[src/rtl/pixel_combinator.sv]
// pixel_combinator
//   Re-serialises out-of-order engine results into raster scan order. A raster
//   position is broadcast to every engine queue; the queue whose head matches
//   pops itself, and its colour is captured and emitted as one valid/ready beat.
//
// Ports
//   clk, reset      : single clock, synchronous active-high reset
//   match_i         : per-queue "head equals check coordinate" flags
//   colour_i        : per-queue popped colour, queue k at [k*RBG_SIZE +: RBG_SIZE]
//   xpixel_check    : x coordinate broadcast to queues (all ones when parked)
//   ypixel_check    : y coordinate broadcast to queues (all ones when parked)
//   out_colour      : stream data
//   out_valid       : stream valid
//   out_ready       : stream ready from sink
//   out_sof         : beat is pixel (0,0)
//   out_eol         : beat is the last pixel of a line
//   frame_done      : one-cycle pulse after the last pixel of a frame is accepted
//   dup_error       : sticky, more than one queue matched in a scan cycle
module pixel_combinator #(
  parameter int unsigned NUM_QUEUES = 4,
  parameter int unsigned DATA_WIDTH = 10,
  parameter int unsigned RBG_SIZE   = 24,
  parameter int unsigned IMG_WIDTH  = 640,
  parameter int unsigned IMG_HEIGHT = 480
) (
  input  logic                           clk,
  input  logic                           reset,
  input  logic [NUM_QUEUES-1:0]          match_i,
  input  logic [NUM_QUEUES*RBG_SIZE-1:0] colour_i,
  output logic [DATA_WIDTH-1:0]          xpixel_check,
  output logic [DATA_WIDTH-1:0]          ypixel_check,
  output logic [RBG_SIZE-1:0]            out_colour,
  output logic                           out_valid,
  input  logic                           out_ready,
  output logic                           out_sof,
  output logic                           out_eol,
  output logic                           frame_done,
  output logic                           dup_error
);

  localparam int unsigned SEL_W = (NUM_QUEUES > 1) ? $clog2(NUM_QUEUES) : 1;

  typedef enum logic [1:0] {
    SCAN,
    CAPTURE,
    OUTPUT
  } state_t;

  state_t                  state_q, state_d;
  logic [DATA_WIDTH-1:0]   x_cnt_q, x_cnt_d;
  logic [DATA_WIDTH-1:0]   y_cnt_q, y_cnt_d;
  logic [SEL_W-1:0]        sel_q, sel_d;
  logic                    rec_sof_q, rec_sof_d;
  logic                    rec_eol_q, rec_eol_d;
  logic                    rec_last_q, rec_last_d;
  logic [RBG_SIZE-1:0]     out_colour_q, out_colour_d;
  logic                    out_valid_q, out_valid_d;
  logic                    out_sof_q, out_sof_d;
  logic                    out_eol_q, out_eol_d;
  logic                    frame_done_q, frame_done_d;
  logic                    dup_error_q, dup_error_d;

  logic                    any_match;
  logic                    multi_match;
  logic                    found;
  logic [SEL_W-1:0]        sel_lowest;
  logic                    at_x_end;
  logic                    at_y_end;

  // Lowest-index priority pick among the matching queues.
  always_comb begin
    sel_lowest = '0;
    found      = 1'b0;
    for (int unsigned i = 0; i < NUM_QUEUES; i++) begin
      if (match_i[i] && !found) begin
        sel_lowest = SEL_W'(i);
        found      = 1'b1;
      end
    end
  end

  assign any_match   = |match_i;
  // Clearing the lowest set bit leaves something only if two or more were set.
  assign multi_match = (match_i & (match_i - NUM_QUEUES'(1))) != '0;
  assign at_x_end    = (x_cnt_q == DATA_WIDTH'(IMG_WIDTH - 1));
  assign at_y_end    = (y_cnt_q == DATA_WIDTH'(IMG_HEIGHT - 1));

  // Outside SCAN the broadcast coordinate is parked at all ones, a value no
  // queue can hold, so no pop can happen while a beat is in flight.
  assign xpixel_check = (state_q == SCAN) ? x_cnt_q : '1;
  assign ypixel_check = (state_q == SCAN) ? y_cnt_q : '1;

  always_comb begin
    state_d      = state_q;
    x_cnt_d      = x_cnt_q;
    y_cnt_d      = y_cnt_q;
    sel_d        = sel_q;
    rec_sof_d    = rec_sof_q;
    rec_eol_d    = rec_eol_q;
    rec_last_d   = rec_last_q;
    out_colour_d = out_colour_q;
    out_valid_d  = out_valid_q;
    out_sof_d    = out_sof_q;
    out_eol_d    = out_eol_q;
    frame_done_d = 1'b0;
    dup_error_d  = dup_error_q;

    unique case (state_q)
      SCAN: begin
        if (any_match) begin
          sel_d      = sel_lowest;
          rec_sof_d  = (x_cnt_q == '0) && (y_cnt_q == '0);
          rec_eol_d  = at_x_end;
          rec_last_d = at_x_end && at_y_end;
          if (multi_match) begin
            dup_error_d = 1'b1;
          end
          if (at_x_end) begin
            x_cnt_d = '0;
            y_cnt_d = at_y_end ? '0 : y_cnt_q + 1'b1;
          end else begin
            x_cnt_d = x_cnt_q + 1'b1;
          end
          state_d = CAPTURE;
        end
      end
      CAPTURE: begin
        out_colour_d = colour_i[sel_q*RBG_SIZE +: RBG_SIZE];
        out_sof_d    = rec_sof_q;
        out_eol_d    = rec_eol_q;
        out_valid_d  = 1'b1;
        state_d      = OUTPUT;
      end
      OUTPUT: begin
        if (out_valid_q && out_ready) begin
          out_valid_d  = 1'b0;
          frame_done_d = rec_last_q;
          state_d      = SCAN;
        end
      end
      default: begin
        state_d = SCAN;
      end
    endcase
  end

  always_ff @(posedge clk) begin
    if (reset) begin
      state_q      <= SCAN;
      x_cnt_q      <= '0;
      y_cnt_q      <= '0;
      sel_q        <= '0;
      rec_sof_q    <= 1'b0;
      rec_eol_q    <= 1'b0;
      rec_last_q   <= 1'b0;
      out_colour_q <= '0;
      out_valid_q  <= 1'b0;
      out_sof_q    <= 1'b0;
      out_eol_q    <= 1'b0;
      frame_done_q <= 1'b0;
      dup_error_q  <= 1'b0;
    end else begin
      state_q      <= state_d;
      x_cnt_q      <= x_cnt_d;
      y_cnt_q      <= y_cnt_d;
      sel_q        <= sel_d;
      rec_sof_q    <= rec_sof_d;
      rec_eol_q    <= rec_eol_d;
      rec_last_q   <= rec_last_d;
      out_colour_q <= out_colour_d;
      out_valid_q  <= out_valid_d;
      out_sof_q    <= out_sof_d;
      out_eol_q    <= out_eol_d;
      frame_done_q <= frame_done_d;
      dup_error_q  <= dup_error_d;
    end
  end

  assign out_colour = out_colour_q;
  assign out_valid  = out_valid_q;
  assign out_sof    = out_sof_q;
  assign out_eol    = out_eol_q;
  assign frame_done = frame_done_q;
  assign dup_error  = dup_error_q;

endmodule
[config.mk]
export PLATFORM = sky130hd
export DESIGN_NAME = pixel_combinator
export DESIGN_NICKNAME = d
export VERILOG_FILES = /design/src/rtl/pixel_combinator.sv
export SDC_FILE = /design/constraint.sdc
export NUM_CORES = 1
export LEC_CHECK = 0
export BUFFER_PORTS_ARGS = -buffer_cell sky130_fd_sc_hd__buf_4
export CORE_MARGIN = 3
export CORE_UTILIZATION = 24
export CTS_BUF_LIST = sky130_fd_sc_hd__clkbuf_4
export DETAILED_ROUTE_END_ITERATION = 10
export GPL_TIMING_DRIVEN = 0
export PLACE_DENSITY = 0.47
export RECOVER_POWER = 50
export SLEW_MARGIN = 20
export SYNTH_ARGS = -nofsm -noshare
export SYNTH_HDL_FRONTEND = slang
export SYNTH_SLANG_ARGS = --single-unit
[constraint.sdc]
create_clock -name clk -period 4.8 [get_ports clk]
set_input_delay 0.48 -clock clk [delete_from_list [all_inputs] [get_ports clk]]
set_output_delay 0.48 -clock clk [all_outputs]
set_load 0.01 [all_outputs]
After elaboration in Yosys (flattened, before gate mapping)
Index checks and enable logic that the tools add are counted.
- register bits after elaboration: 56
- output and inout port bits: 49
- logic and storage cells: 63
- $add $sub $neg: 3
- $mul: 1
- equality and inequality tests: 6
- shift operators: 1
- muxes and demuxes: 15
- bitwise gates (word level): 3
- reductions and logical operators: 21
- operators by type and width (operator ; count):
    indexed part select 96 x 8 -> 24 bit ; 1
    2-to-1 mux 10 bit ; 4
    adder 10 x 1 -> 10 bit, second input constant ; 2
    logical NOT 10 bit ; 2
    equality test 10 bit, second input constant ; 1
    equality test 10 x 9 -> 1 bit, second input constant ; 1
    2-to-1 mux 2 bit ; 4
    logical AND 1 bit ; 6
    case mux 2 bit (3 select lines) ; 1
    AND reduction 2 bit ; 3
    AND reduction 3 bit ; 2
    2-to-1 mux 1 bit ; 5
    bitwise AND 4 bit ; 1
    multiplier 2 x 2 -> 4 bit, second input constant ; 1
    != test 2 bit, second input constant ; 2
    nonzero test 4 bit ; 1
    OR reduction 4 bit ; 1
    subtractor 4 x 1 -> 4 bit, second input constant ; 1
    logical NOT 1 bit ; 3
    OR reduction 3 bit ; 1
    equality test 2 x 1 -> 1 bit, second input constant ; 1
    equality test 2 bit, second input constant ; 1
    logical NOT 2 bit ; 1
    inverter 1 bit ; 2
    2 further kinds ; 2

Longest topological paths before layout
- depth in word-level cells: 10
- depth in mapped cells: 6
- depth with buffers taken out: 6

Worst setup path before layout
No wires, ideal clock.
- kind: input to register
- from: input match_i[0]
- to: register y_cnt_q[9]
- setup time: 0.127 ns
- arrival time: 1.633 ns
- data required time: 4.673 ns
- setup slack: 3.039 ns
- stages on the path: 6
- path through: or4_1 -> buf_6 -> and2_1 -> buf_2 -> nand3_2 -> o32ai_1
- word-level cells in the longest chain between the ends: 2
- RTL lines (element ; line ; RTL):
    from (decl) ; 28 ; input logic [NUM_QUEUES-1:0] match_i,
    OR reduction 4 bit ; 82 ; assign any_match = |match_i;
    AND reduction 3 bit (no source line) ; -- ;
    to (signal assigned) ; 165 ; y_cnt_q <= y_cnt_d;
    to (decl) ; 51 ; logic [DATA_WIDTH-1:0] y_cnt_q, y_cnt_d;
No other way between the ends.
A chain may end at the register's enable or synchronous reset.

Final worst setup path
- from: register state_q[1]
- to: output xpixel_check[2]
- word-level cells in the longest chain between the ends: 2
- RTL lines (element ; line ; RTL):
    from (decl) ; 49 ; state_t state_q, state_d;
    from (signal assigned) ; 163 ; state_q <= state_d;
    logical NOT 2 bit ; 90 ; assign xpixel_check = (state_q == SCAN) ? x_cnt_q : '1;
    2-to-1 mux 10 bit ; 90 ;
    to (decl) ; 30 ; output logic [DATA_WIDTH-1:0] xpixel_check,
No other way between the ends.

==> qor.csv <==
metric,value,unit
status,"complete, no violations",
vias in the first global route,3288,
DP Wirelength,8660,microns
final count of hold timing violations,0,
# IOs,152,
Worst slew margin,58.6,%
Routed WL per cell,15.5,microns
fin nets,615,
Die Y,120,microns
DR vias/cell,4.63,
clock latency on the worst-skew pair,380,ps
Detailed Route Iter0 Violations,125,
CP peak stage delay,380,ps
clock sinks,56,
CP startpoint kind,register,
Syn-to-layout area delta,40.9,%
initial core utilization,24.7,%
Crit-path slowest cell,dfxtp_1,
Finished Cell Area,4420,sq um
# rows,41,
worst vdd ir,0.110,mV
Hold Path Class,in2reg,
maxcap violations,0,
Crit. End Element,output port,
layout cells sized above 1,33.2,%
Slew @ Worst Pin,621,ps
Ys Warns,0,
most frequent cells in the layout,"buf_4 (120), nand2_1 (77), dfxtp_1 (56)",
final slew viol count,0,
Routed WL,10500,microns
first-pass GRT wire length,16800,microns
clock buffer depth,2,
RSZ-0062 raised after global routing,no,
H-tree levels,2,
DRT Pass-1 Iters,4,
Post-Syn Area per Cell,8.94,sq um
time the worst path needs with I/O delays and setup,2260,ps
CP dominant cell by count,clkbuf_1,
CP Data Required Time,4320,ps
die width,120,microns
via count,3156,
Synth cell types,38,
Worst Path Max Fanout,10,
Synth Net Count,458,
fin crit share,47.2,%
Power Density,269,nW/um^2
post-synthesis sequential area ratio,35.7,%
Static Leak,1.73,nW
final setup vio count,0,
Core Area,12700,sq um
CTS Buf Count,5,
Post-CTS Resized,0,
total negative slack,0,ps
GRT Total Usage,14.5,%
largest net degree at the start of global routing,17,
Final Skew,15.3,ps
crit path kind,reg2out,
CTS clock-pin slew for the worst setup and hold paths,160,ps
Cells after Synth,351,
DP Area,4480,sq um
port buffer count,150,
Fillers,1435,
Root Driver,clkbuf_4,
Mapped Area,3140,sq um
GRT overflow,0,
setup bufs post-CTS,0,
"most common cell after layout, fill and taps aside",buf_4,
Fin Hold WS,400,ps
TritonCTS clock tree,built,
antenna-violating nets left,0,
hold buffers post-CTS,0,
Yosys reg bits,56,
initial antenna violation count,1,
WP data arrival,1780,ps
DRC violations left,0,
Fmax,442,MHz
Worst path top cell family by delay,buffers and inverters,
CP cell instances,clkbuf_1 > clkbuf_1 > or3_1 > buf_4,
CP bufs+invs,3,
die area,14500,sq um
GPL Wtd Cong,0.813,
## final cells by class
| cell class | instances | area [sq um] | area share (%) |
|---|---|---|---|
| multi-input cells | 255 | 1820 | 41.2 |
| flip-flops and latches | 56 | 1120 | 25.4 |
| repair buffers | 150 | 1010 | 22.9 |
| well taps | 172 | 215 | 4.87 |
| plain buffers | 28 | 120 | 2.72 |
| clock buffers | 6 | 45.0 | 1.02 |
| inverters | 12 | 45.0 | 1.02 |
| clock inverters | 2 | 35.0 | 0.793 |
| diodes | 1 | 2.50 | 0.0566 |
## synth_stat cells, drive strengths merged
master / n / share of area, %
a211oi: 1 / 0.24
a21oi: 46 / 7.3
a2bb2oi: 1 / 0.28
and2: 2 / 0.40
and3: 4 / 0.80
and4: 3 / 0.84
and4bb: 2 / 0.80
buf: 11 / 2.2
clkbuf: 17 / 2.0
dfxtp: 56 / 36
ha: 4 / 1.6
inv: 12 / 1.4
maj3: 1 / 0.32
mux4: 24 / 17
nand2: 77 / 9.3
nand2b: 5 / 1.0
nand3: 10 / 1.8
nand4: 9 / 2.3
nor2: 11 / 1.3
nor2b: 2 / 0.40
nor3: 4 / 0.64
nor3b: 2 / 0.48
nor4: 3 / 0.60
nor4b: 1 / 0.28
nor4bb: 1 / 0.32
o21a: 1 / 0.24
o21ai: 5 / 0.80
o31a: 1 / 0.28
o32ai: 6 / 2.9
or2: 2 / 0.40
or3: 20 / 4.0
or4: 1 / 0.24
xor2: 6 / 1.7
## flip-flops by register name, summed over array words and instances, names as in the netlist, 2 cells and up
name / cells
out_colour: 24
sel_q: 2
y_cnt_q: 10
x_cnt_q: 10
state_q: 2
## logic make-up after synthesis
family	synth area share, %
flops	35.7
compound gates	12.0
mux	17.2
buf+inv	5.62
xor+xnor	1.67
simple gates	25.8
fa+ha+maj	1.91
## metrics by stage
step / util, % / instances / power (mW) / worst slack (ps)
global placement: 35.2 / 673 / 0.954 / 2810
CTS: 35.8 / 681 / 1.23 / 2490
detailed placement: 35.2 / 673 / 0.961 / 2790
floorplan: - / 351 / 0.753 / 3040
global route: 34.7 / 682 / 1.26 / 2390
finish: 34.7 / 682 / 1.19 / 2540
## worst paths after layout
kind | startpoint | endpoint | slack [ps] | cells past startpoint
worst max register to register | state_q[0]$_SDFFE_PP0P_ | out_colour[16]$_SDFFE_PP0P_ | 2890 | 6
worst max-delay path | state_q[1]$_SDFFE_PP0P_ | xpixel_check[2] | 2540 | 4
worst min-delay path | match_i[1] | sel_q[1]$_SDFFE_PP0P_ | 400 | 3
worst min register to register | dup_error$_SDFFE_PP0P_ | dup_error$_SDFFE_PP0P_ | 460 | 2
## worst reg2reg max path, stage by stage, from the launching register on
cell      delay, ps
dfxtp_1         360
clkbuf_1        320
nor2b_1         180
clkbuf_1        370
clkbuf_1        390
nand2_1         100
a21oi_1         130
## power by group
group / internal (mW) / total, mW / leakage, nW / switching [mW]
logic: 0.209 / 0.407 / 1.23 / 0.198
clock network: 0.115 / 0.265 / 0.0457 / 0.150
registers: 0.497 / 0.516 / 0.456 / 0.0183
total: 0.822 / 1.19 / 1.73 / 0.367
## metal layers
metal | routed length [microns] | vias to the layer above | GRT usage [%]
met5 | 0 | - | 0
met4 | 231 | 0 | 3.82
met3 | 652 | 13 | 3.88
met2 | 5010 | 97 | 24.1
met1 | 4640 | 1473 | 18.7
li1 | - | 1573 | -
Power figures use the tool's default switching activity.
